### src/rtl/imem_access_arbiter_if.sv
// Bundle of fetch, loader and RAM-side signals around imem_access_arbiter.
// IMEM_ADDR_CHECK_EN adds the fetch_err / ld_err pulses.
interface imem_access_arbiter_if #(
  parameter int ADDR_W = 10,
  parameter int DATA_W = 32
);
  logic              fetch_req;
  logic [31:0]       fetch_addr;
  logic              fetch_gnt;
  logic              fetch_valid;
  logic [DATA_W-1:0] fetch_data;
  logic              cpu_stall;
  logic              ld_req;
  logic              ld_we;
  logic [31:0]       ld_addr;
  logic [DATA_W-1:0] ld_wdata;
  logic              ld_gnt;
  logic              ld_valid;
  logic [DATA_W-1:0] ld_rdata;
  logic              mem_en;
  logic              mem_we;
  logic [ADDR_W-1:0] mem_addr;
  logic [DATA_W-1:0] mem_wdata;
  logic [DATA_W-1:0] mem_rdata;
`ifdef IMEM_ADDR_CHECK_EN
  logic              fetch_err;
  logic              ld_err;
`endif

  modport slave (
    input  fetch_req, fetch_addr, ld_req, ld_we, ld_addr, ld_wdata, mem_rdata,
    output fetch_gnt, fetch_valid, fetch_data, cpu_stall,
    output ld_gnt, ld_valid, ld_rdata,
    output mem_en, mem_we, mem_addr, mem_wdata
`ifdef IMEM_ADDR_CHECK_EN
    , output fetch_err, ld_err
`endif
  );

  modport master (
    output fetch_req, fetch_addr, ld_req, ld_we, ld_addr, ld_wdata, mem_rdata,
    input  fetch_gnt, fetch_valid, fetch_data, cpu_stall,
    input  ld_gnt, ld_valid, ld_rdata,
    input  mem_en, mem_we, mem_addr, mem_wdata
`ifdef IMEM_ADDR_CHECK_EN
    , input fetch_err, ld_err
`endif
  );
endinterface

### src/rtl/imem_access_arbiter.sv
// Arbitrates a single-port instruction RAM between CPU fetch and a program loader.
// Define IMEM_ADDR_CHECK_EN to reject misaligned/out-of-range addresses with err pulses.
module imem_access_arbiter #(
  parameter int ADDR_W       = 10,
  parameter int DATA_W       = 32,
  parameter int MAX_LD_BURST = 4
) (
  input logic                  clk,
  input logic                  reset,
  imem_access_arbiter_if.slave bus
);
  localparam int CNT_W = $clog2(MAX_LD_BURST + 1);
  localparam logic [CNT_W-1:0] BURST_MAX = CNT_W'(MAX_LD_BURST);

  typedef enum logic [1:0] {S_IDLE, S_FETCH, S_LOAD} state_t;
  typedef enum logic [1:0] {R_NONE, R_FETCH, R_LOAD_RD, R_LOAD_WR} resp_t;

  state_t           r_state, w_next_state;
  resp_t            w_resp_owner;
  logic [CNT_W-1:0] r_burst_cnt, w_next_burst_cnt;
  logic             r_ld_wr;
  logic             r_err;
  logic             w_fetch_gnt, w_ld_gnt, w_accept, w_addr_ok;
  logic [31:0]      w_sel_addr;

  assign w_sel_addr = w_ld_gnt ? bus.ld_addr : bus.fetch_addr;
  assign w_accept   = w_fetch_gnt | w_ld_gnt;

`ifdef IMEM_ADDR_CHECK_EN
  assign w_addr_ok = (w_sel_addr[1:0] == 2'b00) && (w_sel_addr[31:ADDR_W+2] == '0);
`else
  logic w_unused_addr_bits;
  assign w_addr_ok          = 1'b1;
  assign w_unused_addr_bits = ^{w_sel_addr[31:ADDR_W+2], w_sel_addr[1:0]};
`endif

  // NOTE: every always_comb output gets a default first so no path leaves it unassigned (no latch).
  always_comb begin
    w_fetch_gnt      = 1'b0;
    w_ld_gnt         = 1'b0;
    w_next_state     = S_IDLE;
    w_next_burst_cnt = r_burst_cnt;
    // Loader wins ties until it has taken MAX_LD_BURST slots in a row from a waiting fetch.
    if (bus.ld_req && (!bus.fetch_req || (r_burst_cnt < BURST_MAX))) begin
      w_ld_gnt     = 1'b1;
      w_next_state = S_LOAD;
    end else if (bus.fetch_req) begin
      w_fetch_gnt  = 1'b1;
      w_next_state = S_FETCH;
    end
    if (!bus.fetch_req || w_fetch_gnt) begin
      w_next_burst_cnt = '0;
    end else if (w_ld_gnt && (r_burst_cnt < BURST_MAX)) begin
      w_next_burst_cnt = r_burst_cnt + 1'b1;
    end
    if (reset) begin
      w_fetch_gnt      = 1'b0;
      w_ld_gnt         = 1'b0;
      w_next_state     = S_IDLE;
      w_next_burst_cnt = '0;
    end
  end

  // NOTE: state registers use non-blocking assignments so all flops update together at the edge.
  always_ff @(posedge clk or posedge reset) begin
    if (reset) begin
      r_state     <= S_IDLE;
      r_burst_cnt <= '0;
      r_ld_wr     <= 1'b0;
      r_err       <= 1'b0;
    end else begin
      r_state     <= w_next_state;
      r_burst_cnt <= w_next_burst_cnt;
      r_ld_wr     <= w_ld_gnt & bus.ld_we;
      r_err       <= w_accept & ~w_addr_ok;
    end
  end

  // The registered owner of the previous accept decides which response port fires.
  always_comb begin
    w_resp_owner = R_NONE;
    if (!r_err) begin
      case (r_state)
        S_FETCH: w_resp_owner = R_FETCH;
        S_LOAD:  w_resp_owner = r_ld_wr ? R_LOAD_WR : R_LOAD_RD;
        default: w_resp_owner = R_NONE;
      endcase
    end
  end

  assign bus.fetch_gnt   = w_fetch_gnt;
  assign bus.ld_gnt      = w_ld_gnt;
  assign bus.cpu_stall   = bus.fetch_req & ~w_fetch_gnt & ~reset;

  assign bus.mem_en      = w_accept & w_addr_ok;
  assign bus.mem_we      = bus.mem_en & w_ld_gnt & bus.ld_we;
  assign bus.mem_addr    = bus.mem_en ? w_sel_addr[ADDR_W+1:2] : '0;
  assign bus.mem_wdata   = bus.mem_we ? bus.ld_wdata : '0;

  assign bus.fetch_valid = (w_resp_owner == R_FETCH);
  assign bus.fetch_data  = (w_resp_owner == R_FETCH) ? bus.mem_rdata : '0;
  assign bus.ld_valid    = (w_resp_owner == R_LOAD_RD) || (w_resp_owner == R_LOAD_WR);
  assign bus.ld_rdata    = (w_resp_owner == R_LOAD_RD) ? bus.mem_rdata : '0;

`ifdef IMEM_ADDR_CHECK_EN
  assign bus.fetch_err   = r_err & (r_state == S_FETCH);
  assign bus.ld_err      = r_err & (r_state == S_LOAD);
`endif
endmodule

### src/flat_wrapper.sv
// flat-port wrapper written by rule: the top's interface ports become plain ports
module imem_access_arbiter_flat 
#(
  parameter int ADDR_W       = 10,
  parameter int DATA_W       = 32,
  parameter int MAX_LD_BURST = 4
)
  (clk, reset, bus_fetch_req, bus_fetch_addr, bus_ld_req, bus_ld_we, bus_ld_addr, bus_ld_wdata, bus_mem_rdata, bus_fetch_gnt, bus_fetch_valid, bus_fetch_data, bus_cpu_stall, bus_ld_gnt, bus_ld_valid, bus_ld_rdata, bus_mem_en, bus_mem_we, bus_mem_addr, bus_mem_wdata);
  imem_access_arbiter_if #(.ADDR_W(ADDR_W), .DATA_W(DATA_W)) bus_i ();
  input logic clk;
  input logic reset;
  input wire logic [$bits(bus_i.fetch_req)-1:0] bus_fetch_req;
  input wire logic [$bits(bus_i.fetch_addr)-1:0] bus_fetch_addr;
  input wire logic [$bits(bus_i.ld_req)-1:0] bus_ld_req;
  input wire logic [$bits(bus_i.ld_we)-1:0] bus_ld_we;
  input wire logic [$bits(bus_i.ld_addr)-1:0] bus_ld_addr;
  input wire logic [$bits(bus_i.ld_wdata)-1:0] bus_ld_wdata;
  input wire logic [$bits(bus_i.mem_rdata)-1:0] bus_mem_rdata;
  output wire logic [$bits(bus_i.fetch_gnt)-1:0] bus_fetch_gnt;
  output wire logic [$bits(bus_i.fetch_valid)-1:0] bus_fetch_valid;
  output wire logic [$bits(bus_i.fetch_data)-1:0] bus_fetch_data;
  output wire logic [$bits(bus_i.cpu_stall)-1:0] bus_cpu_stall;
  output wire logic [$bits(bus_i.ld_gnt)-1:0] bus_ld_gnt;
  output wire logic [$bits(bus_i.ld_valid)-1:0] bus_ld_valid;
  output wire logic [$bits(bus_i.ld_rdata)-1:0] bus_ld_rdata;
  output wire logic [$bits(bus_i.mem_en)-1:0] bus_mem_en;
  output wire logic [$bits(bus_i.mem_we)-1:0] bus_mem_we;
  output wire logic [$bits(bus_i.mem_addr)-1:0] bus_mem_addr;
  output wire logic [$bits(bus_i.mem_wdata)-1:0] bus_mem_wdata;
  assign bus_i.fetch_req = bus_fetch_req;
  assign bus_i.fetch_addr = bus_fetch_addr;
  assign bus_i.ld_req = bus_ld_req;
  assign bus_i.ld_we = bus_ld_we;
  assign bus_i.ld_addr = bus_ld_addr;
  assign bus_i.ld_wdata = bus_ld_wdata;
  assign bus_i.mem_rdata = bus_mem_rdata;
  assign bus_fetch_gnt = bus_i.fetch_gnt;
  assign bus_fetch_valid = bus_i.fetch_valid;
  assign bus_fetch_data = bus_i.fetch_data;
  assign bus_cpu_stall = bus_i.cpu_stall;
  assign bus_ld_gnt = bus_i.ld_gnt;
  assign bus_ld_valid = bus_i.ld_valid;
  assign bus_ld_rdata = bus_i.ld_rdata;
  assign bus_mem_en = bus_i.mem_en;
  assign bus_mem_we = bus_i.mem_we;
  assign bus_mem_addr = bus_i.mem_addr;
  assign bus_mem_wdata = bus_i.mem_wdata;
  imem_access_arbiter #(.ADDR_W(ADDR_W), .DATA_W(DATA_W), .MAX_LD_BURST(MAX_LD_BURST)) u_core (.clk(clk), .reset(reset), .bus(bus_i));
endmodule
### config.mk
export PLATFORM = sky130hd
export DESIGN_NAME = imem_access_arbiter_flat
export DESIGN_NICKNAME = d
export VERILOG_FILES = /design/src/rtl/imem_access_arbiter_if.sv /design/src/rtl/imem_access_arbiter.sv /design/src/flat_wrapper.sv
export SDC_FILE = /design/constraint.sdc
export NUM_CORES = 1
export LEC_CHECK = 0
export CORE_AREA = 2 2 97 99
export DETAILED_ROUTE_END_ITERATION = 12
export DIE_AREA = 0 0 99 101
export HOLD_SLACK_MARGIN = 0.03
export PLACE_DENSITY_LB_ADDON = 0.3
export SETUP_SLACK_MARGIN = 0.02
export SLEW_MARGIN = 20
export SYNTH_ARGS = -nofsm -noshare
export SYNTH_HDL_FRONTEND = slang
export SYNTH_SLANG_ARGS = --single-unit
export TNS_END_PERCENT = 5
### constraint.sdc
create_clock -name clk -period 4.62 [get_ports clk]
set_clock_uncertainty 0.15 [all_clocks]
set_input_delay 0.924 -clock clk [delete_from_list [all_inputs] [get_ports clk]]
set_output_delay 0.924 -clock clk [all_outputs]
set_load 0.01 [all_outputs]
==> out/qor.yml, run 1 <==
power_and_ir_drop:
  part_of_the_total_power_dissipated_in_the_clock_network_pct: 20.7
  seqPwrFrac_pct: 14.8
  worst_ir_drop_vdd_uv: 53.2
  p_int_uw: 261
  switching_share_pct: 30.5
  p_per_area_nw_per_um2: 102
  power_uw: 375
  p_switching_uw: 114
  p_leak_uw: 0.00152
  power.combinational.fraction_pct: 64.5
die:
  die-area_um2: 10000
  io_pins: 246
  initial_utilization_pct: 18.0
  die_w_um: 99
  area_inside_the_core_boundary_um2: 8980
  fp.dieH_um: 101
  std_cell_rows: 35
critical_path:
  worstPathRequired_ps: 3550
  critPathArrivalTime_ps: 2970
  worstSetupStartpointType: "input pin"
  worstPathMaxFanout: 11
  crit_type: "input pin to output port"
  crit_path_end_kind: "output port"
yosys:
  synth_top_cell_by_area: "sky130_fd_sc_hd__and3b_1"
  syn-mean-instance-area_um2: 7.67
  synth.top_cell.area_share_pct: 17.4
  synth-seq-cells: 6
  post_synth_inst_count: 210
  netlist-cell-type-count: 20
  mappedNetlistArea_um2: 1610
  yosys-top-cells-area: "sky130_fd_sc_hd__and3b_1 (17%), sky130_fd_sc_hd__nor3_2 (17%), sky130_fd_sc_hd__and2_1 (13%)"
  postSynthNetCount: 348
  synth_warnings: 0
  ys_seq_area_share_pct: 9.32
finish:
  final-seq-area_um2: 150
  synthToLayoutAreaGrowth_pct: 129
  fillerInstances: 940
  multi_input_comb_area_um2: 1180
  leading_cell_types_in_the_layout_fill_and_taps_excluded: "sky130_fd_sc_hd__clkdlybuf4s50_1 (201), sky130_fd_sc_hd__inv_1 (36), sky130_fd_sc_hd__and2_1 (34)"
  layout.cells.most_common: "sky130_fd_sc_hd__clkdlybuf4s50_1"
  layout-drive-gt1-share_pct: 10.9
  layout.nets: 536
  diodes: 0
timing:
  setup_tns_ps: 0
  setup-violations-final: 0
  grt_setup_unrepaired: "false"
  max_transition_margin_pct: 35.4
  finalHoldViolations: 0
  timing.fmax_mhz: 247
  finalMaxSlewViolations: 0
  tightest_slew_ps: 966
  timing.hold.ws_ps: 292
  min_period_ps: 4040
  period_share_pct: 87.5
  postLayoutSetupSlackWorst_ps: 579
job:
  drv_cap: 0
place:
  preCtsSetupSlack_ps: 513
  io_buffer_count: 201
  hpwl_after_dpl_mm: 5.62
  finalWeightedCongestion: 0.762
clocking:
  cts_post_setup_buffers_inserted: 0
  postCtsHoldBufs: 0
  worst_setup_hold_path_clk_slew_ps: 40
  cts_tree: "done"
  clock_sink_count: 6
  clkLatencyLatePin_ps: 220
  clk_path_buf_depth: 2
  ctsResizeCount: 0
  htree_levels: 1
  cts-root-buf: "sky130_fd_sc_hd__clkbuf_8"
  cts_inserted_buffers: 3
global_routing:
  globalRouteOverflowTotal: 0
  grt_start_max_net_pins: 34
  gr-usage-all-layers_pct: 12.3
  grt_pass1_wl_mm: 10.1
  antenna_found_initial: 0
  via_count_of_the_first_global_routing_pass: 2057
routing:
  drtAntennaViolNets: 0
  vias: 2139
  route.detailed.vias_per_inst: 4.22
  drt_drc_violations_left: 0
  dr.pass1.iters: 4
  drt-initial-drc-count: 38
  wirelength_mm: 6.63
  routed_wire_length_per_instance_um: 13.1
run_status:
  status: "finished clean"
min_path:
  min-delay-path-class: "flop to flop"
==> kinds of logic (layout without fill, tap and decap cells) <==
logic type | count (synthesis) | count (layout) | synth area share (%)
AOI/OAI and AO/OA | 12 | 12 | 8.54
adders and majority gates | 5 | 5 | 3.88
buffers and inverters | 58 | 244 | 17.5
DFF | 6 | 6 | 9.32
and+or+nand+nor | 129 | 129 | 60.8
==> synth_stat cells <==
library cell / count
sky130_fd_sc_hd__clkbuf_1: 11
sky130_fd_sc_hd__inv_1: 36
sky130_fd_sc_hd__nor2_1: 4
sky130_fd_sc_hd__buf_2: 3
sky130_fd_sc_hd__o32ai_1: 6
sky130_fd_sc_hd__a21bo_1: 1
sky130_fd_sc_hd__and2_1: 34
sky130_fd_sc_hd__nand2b_1: 21
sky130_fd_sc_hd__buf_6: 8
sky130_fd_sc_hd__o21ba_2: 1
sky130_fd_sc_hd__and3_1: 1
sky130_fd_sc_hd__nor3_1: 5
sky130_fd_sc_hd__nand2_1: 1
sky130_fd_sc_hd__o32ai_2: 4
sky130_fd_sc_hd__and4bb_2: 1
sky130_fd_sc_hd__nor3_2: 28
sky130_fd_sc_hd__ha_1: 5
sky130_fd_sc_hd__nor2b_1: 2
sky130_fd_sc_hd__dfrtp_1: 6
sky130_fd_sc_hd__and3b_1: 32
==> critical path, stage by stage <==
cell,delay [ps]
sky130_fd_sc_hd__clkdlybuf4s50_1,540
sky130_fd_sc_hd__nor2b_1,790
sky130_fd_sc_hd__o32ai_1,190
sky130_fd_sc_hd__clkdlybuf4s50_1,520
==> power by group through the flow <==
stage	Clock (uW)	Combinational, uW	Sequential (uW)
final	77.7	242	55.4
after global routing	83.9	262	55.7
after CTS	80.7	246	55.4
after detailed placement	0	246	56.1
after global placement	0	244	56.0
after floorplan	0	96.2	55.8
==> layer usage <==
layer  track usage [%]  vias up  part of all wire (%)
met5                 0        -                     0
met4              3.16        0                   1.1
met3              3.40        6                    12
met2              23.5      139                    51
met1              13.4      943                    36
li1                  -     1051                     -
==> sequential cells by signal, indices dropped and copies added, names as in the netlist <==
| register | cells |
|---|---|
| u_core.r_state | 2 |
| u_core.r_ld_wr | 1 |
| u_core.r_burst_cnt | 3 |
==> area by class of cell <==
| class | instances | area share (%) |
|---|---|---|
| clock buffers | 3 | 1.12 |
| inverters | 36 | 3.66 |
| multi-input cells | 146 | 32.0 |
| flip-flops and latches | 6 | 4.07 |
| well taps | 111 | 3.76 |
| repair buffers | 205 | 55.3 |
==> metrics by stage <==
stage               util, %  instances  instance area, um2
CTS                    41.1        507                3690
finish                 41.1        507                3690
global route           41.1        507                3690
global placement       40.6        504                3650
detailed placement     40.6        504                3650
floorplan                 -        210                1610
==> final timing paths <==
check                      depth (start not counted)  slack, ps                                end                         startpoint
max in group asynchronous                          3       3090        u_core.r_state[0]$_DFF_PP0_                              reset
min in group asynchronous                          3       1040  u_core.r_burst_cnt[1]$_DFFE_PP0P_                              reset
hold / removal                                     1        290  u_core.r_burst_cnt[0]$_DFFE_PP0P_  u_core.r_burst_cnt[0]$_DFFE_PP0P_
setup / recovery                                   4        580                    bus_mem_addr[4]                         bus_ld_req
hold reg to reg                                    1        290  u_core.r_burst_cnt[0]$_DFFE_PP0P_  u_core.r_burst_cnt[0]$_DFFE_PP0P_
setup reg to reg                                   2       3010        u_core.r_state[0]$_DFF_PP0_  u_core.r_burst_cnt[2]$_DFFE_PP0P_
No activity file was read; power rests on OpenSTA's default activity.
==> run 2: changes to the inputs <==
CORE_AREA = 5 5 92 94   (was 2 2 97 99)
DIE_AREA = 0 0 97 99   (was 0 0 99 101)
==> out/qor.yml, run 2 (synthesis results as in run 1) <==
run_status:
  status: "finished clean"  # unchanged
timing:
  setup_tns_ps: 0  # unchanged
  finalMaxSlewViolations: 0  # unchanged
  grt_setup_unrepaired: "false"  # unchanged
  min_period_ps: 4050  # was 4040 ps
  timing.fmax_mhz: 247  # about the same
  setup-violations-final: 0  # unchanged
  tightest_slew_ps: 963  # was 966 ps
  finalHoldViolations: 0  # unchanged
  max_transition_margin_pct: 35.6  # was 35.4%
  period_share_pct: 87.6  # was 87.5%
global_routing:
  gr-usage-all-layers_pct: 12.9  # was 12.3%
  via_count_of_the_first_global_routing_pass: 2083  # was 2057
  antenna_found_initial: 0  # unchanged
  grt_pass1_wl_mm: 10.4  # was 10.1 mm
  globalRouteOverflowTotal: 0  # unchanged
  grt_start_max_net_pins: 39  # was 34
routing:
  drt_drc_violations_left: 0  # unchanged
  dr.pass1.iters: 6  # was 4
  drtAntennaViolNets: 0  # unchanged
  route.detailed.vias_per_inst: 4.17  # was 4.22
  wirelength_mm: 6.75  # was 6.63 mm
  drt-initial-drc-count: 38  # unchanged
  routed_wire_length_per_instance_um: 13.6  # was 13.1 um
  vias: 2079  # was 2139
job:
  drv_cap: 0  # unchanged
clocking:
  cts_post_setup_buffers_inserted: 0  # unchanged
  postCtsHoldBufs: 0  # unchanged
  clock_sink_count: 6  # unchanged
  clk_path_buf_depth: 2  # unchanged
  cts-root-buf: "sky130_fd_sc_hd__clkbuf_8"  # unchanged
  cts_inserted_buffers: 3  # unchanged
  worst_setup_hold_path_clk_slew_ps: 30  # was 40 ps
  htree_levels: 1  # unchanged
  clkLatencyLatePin_ps: 220  # about the same
  ctsResizeCount: 0  # unchanged
  cts_tree: "done"  # unchanged
finish:
  diodes: 0  # unchanged
  layout.nets: 536  # unchanged
  top_regs: "u_core.r_burst_cnt x3, u_core.r_state x2, u_core.r_ld_wr x1"  # unchanged
  layout.cells.most_common: "sky130_fd_sc_hd__clkdlybuf4s50_1"  # unchanged
  leading_cell_types_in_the_layout_fill_and_taps_excluded: "sky130_fd_sc_hd__clkdlybuf4s50_1 (201), sky130_fd_sc_hd__inv_1 (36), sky130_fd_sc_hd__and2_1 (34)"  # unchanged
  largest_reg_flops: 3  # unchanged
  synthToLayoutAreaGrowth_pct: 128  # was 129%
  reg_with_most_ffs: "u_core.r_burst_cnt"  # unchanged
  fillerInstances: 697  # was 940
  layout-drive-gt1-share_pct: 10.9  # unchanged
critical_path:
  timing.reg2reg.worst_path_depth: 2  # unchanged
  critical-path-top-delay-family: "buffers and inverters"  # unchanged
  critPathArrivalTime_ps: 2970  # about the same
  slowest_stage: "sky130_fd_sc_hd__nor2b_1"  # unchanged
  crit_type: "input pin to output port"  # unchanged
  sequence_of_cells_on_the_critical_path: "clkdlybuf4s50_1 -> nor2b_1 -> o32ai_1 -> clkdlybuf4s50_1"  # unchanged
  cp_slowest_stage_delay_ps: 780  # was 790 ps
  crit_path_end_kind: "output port"  # unchanged
  worstPathRequired_ps: 3550  # about the same
  worstSetupStartpointType: "input pin"  # unchanged
  cp_num_cells: 4  # unchanged
  worstPathMaxFanout: 11  # unchanged
  path_common_cell: "sky130_fd_sc_hd__clkdlybuf4s50_1"  # unchanged
  critical_path_buf_inv_count: 2  # unchanged
power_and_ir_drop:
  p_per_area_nw_per_um2: 101  # was 102 nW/um2
  power_uw: 371  # was 375 uW
  p_leak_uw: 0.00152  # about the same
  worst_ir_drop_vdd_uv: 103  # was 53.2 uV
die:
  fp.dieH_um: 99  # was 101 um
  die_w_um: 97  # was 99 um
  io_pins: 246  # unchanged
  die-area_um2: 9600  # was 10000 um2
  initial_utilization_pct: 21.3  # was 18.0%
  std_cell_rows: 32  # was 35
  area_inside_the_core_boundary_um2: 7570  # was 8980 um2
place:
  io_buffer_count: 201  # unchanged
  hpwl_after_dpl_mm: 5.75  # was 5.62 mm
  finalWeightedCongestion: 0.780  # was 0.762
min_path:
  worst_hold_path.num_cells: 1  # unchanged
  min-delay-path-class: "flop to flop"  # unchanged
[run 2: cell counts in the layout (fill, tap and decap cells not counted)]
No cell type changed its count.
[run 2: final timing paths]
kind | start | to | slack, ps
worst max-delay path | bus_ld_req | bus_mem_addr[1] | 570
worst min-delay path | u_core.r_burst_cnt[0]$_DFFE_PP0P_ | u_core.r_burst_cnt[0]$_DFFE_PP0P_ | 290
worst max register to register | u_core.r_burst_cnt[2]$_DFFE_PP0P_ | u_core.r_state[0]$_DFF_PP0_ | 2990
worst min register to register | u_core.r_burst_cnt[0]$_DFFE_PP0P_ | u_core.r_burst_cnt[0]$_DFFE_PP0P_ | 290
max in group asynchronous | reset | u_core.r_burst_cnt[1]$_DFFE_PP0P_ | 3120
min in group asynchronous | reset | u_core.r_ld_wr$_DFF_PP0_ | 1010
[run 2: layer usage]
layer / up-vias / share of wire (%) / global-route usage (%)
li1: 1053 / - / -
met1: 882 / 41 / 14.3
met2: 140 / 46 / 23.3
met3: 4 / 12 / 6.37
met4: 0 / 0.50 / 1.08
met5: - / 0 / 0
[run 2: metrics by stage]
step	hold slack (ps)	setup WS, ps	utilization [%]	cell area [um2]	std cells
finish	289	573	48.6	3680	498
global route	306	452	48.6	3680	498
CTS	290	567	48.6	3680	498
detailed placement	285	567	48.1	3640	495
global placement	271	610	48.1	3640	495
floorplan	259	1910	-	1610	210
[run 2: where the power goes]
group          leakage (uW)  internal (uW)  total (uW)  switching (uW)
clock             0.0000216           55.7        75.0            19.3
combinational       0.00142            150         241            90.8
sequential        0.0000812           54.5        55.4           0.953
[run 2: worst reg2reg max path: stages (launching register included)]
cell                      delay, ps
sky130_fd_sc_hd__dfrtp_1        390
sky130_fd_sc_hd__nor2b_1        750
sky130_fd_sc_hd__nor3_1         160
[run 2: area by class of cell]
cell class                      instances  area [um2]  share of cell area [%]
Timing Repair Buffer                  205        2040                    55.5
Multi-Input combinational cell        146        1180                    32.1
Sequential cell                         6         150                    4.08
Inverter                               36         135                    3.67
Tap cell                              102         128                    3.47
Clock buffer                            3        41.3                    1.12
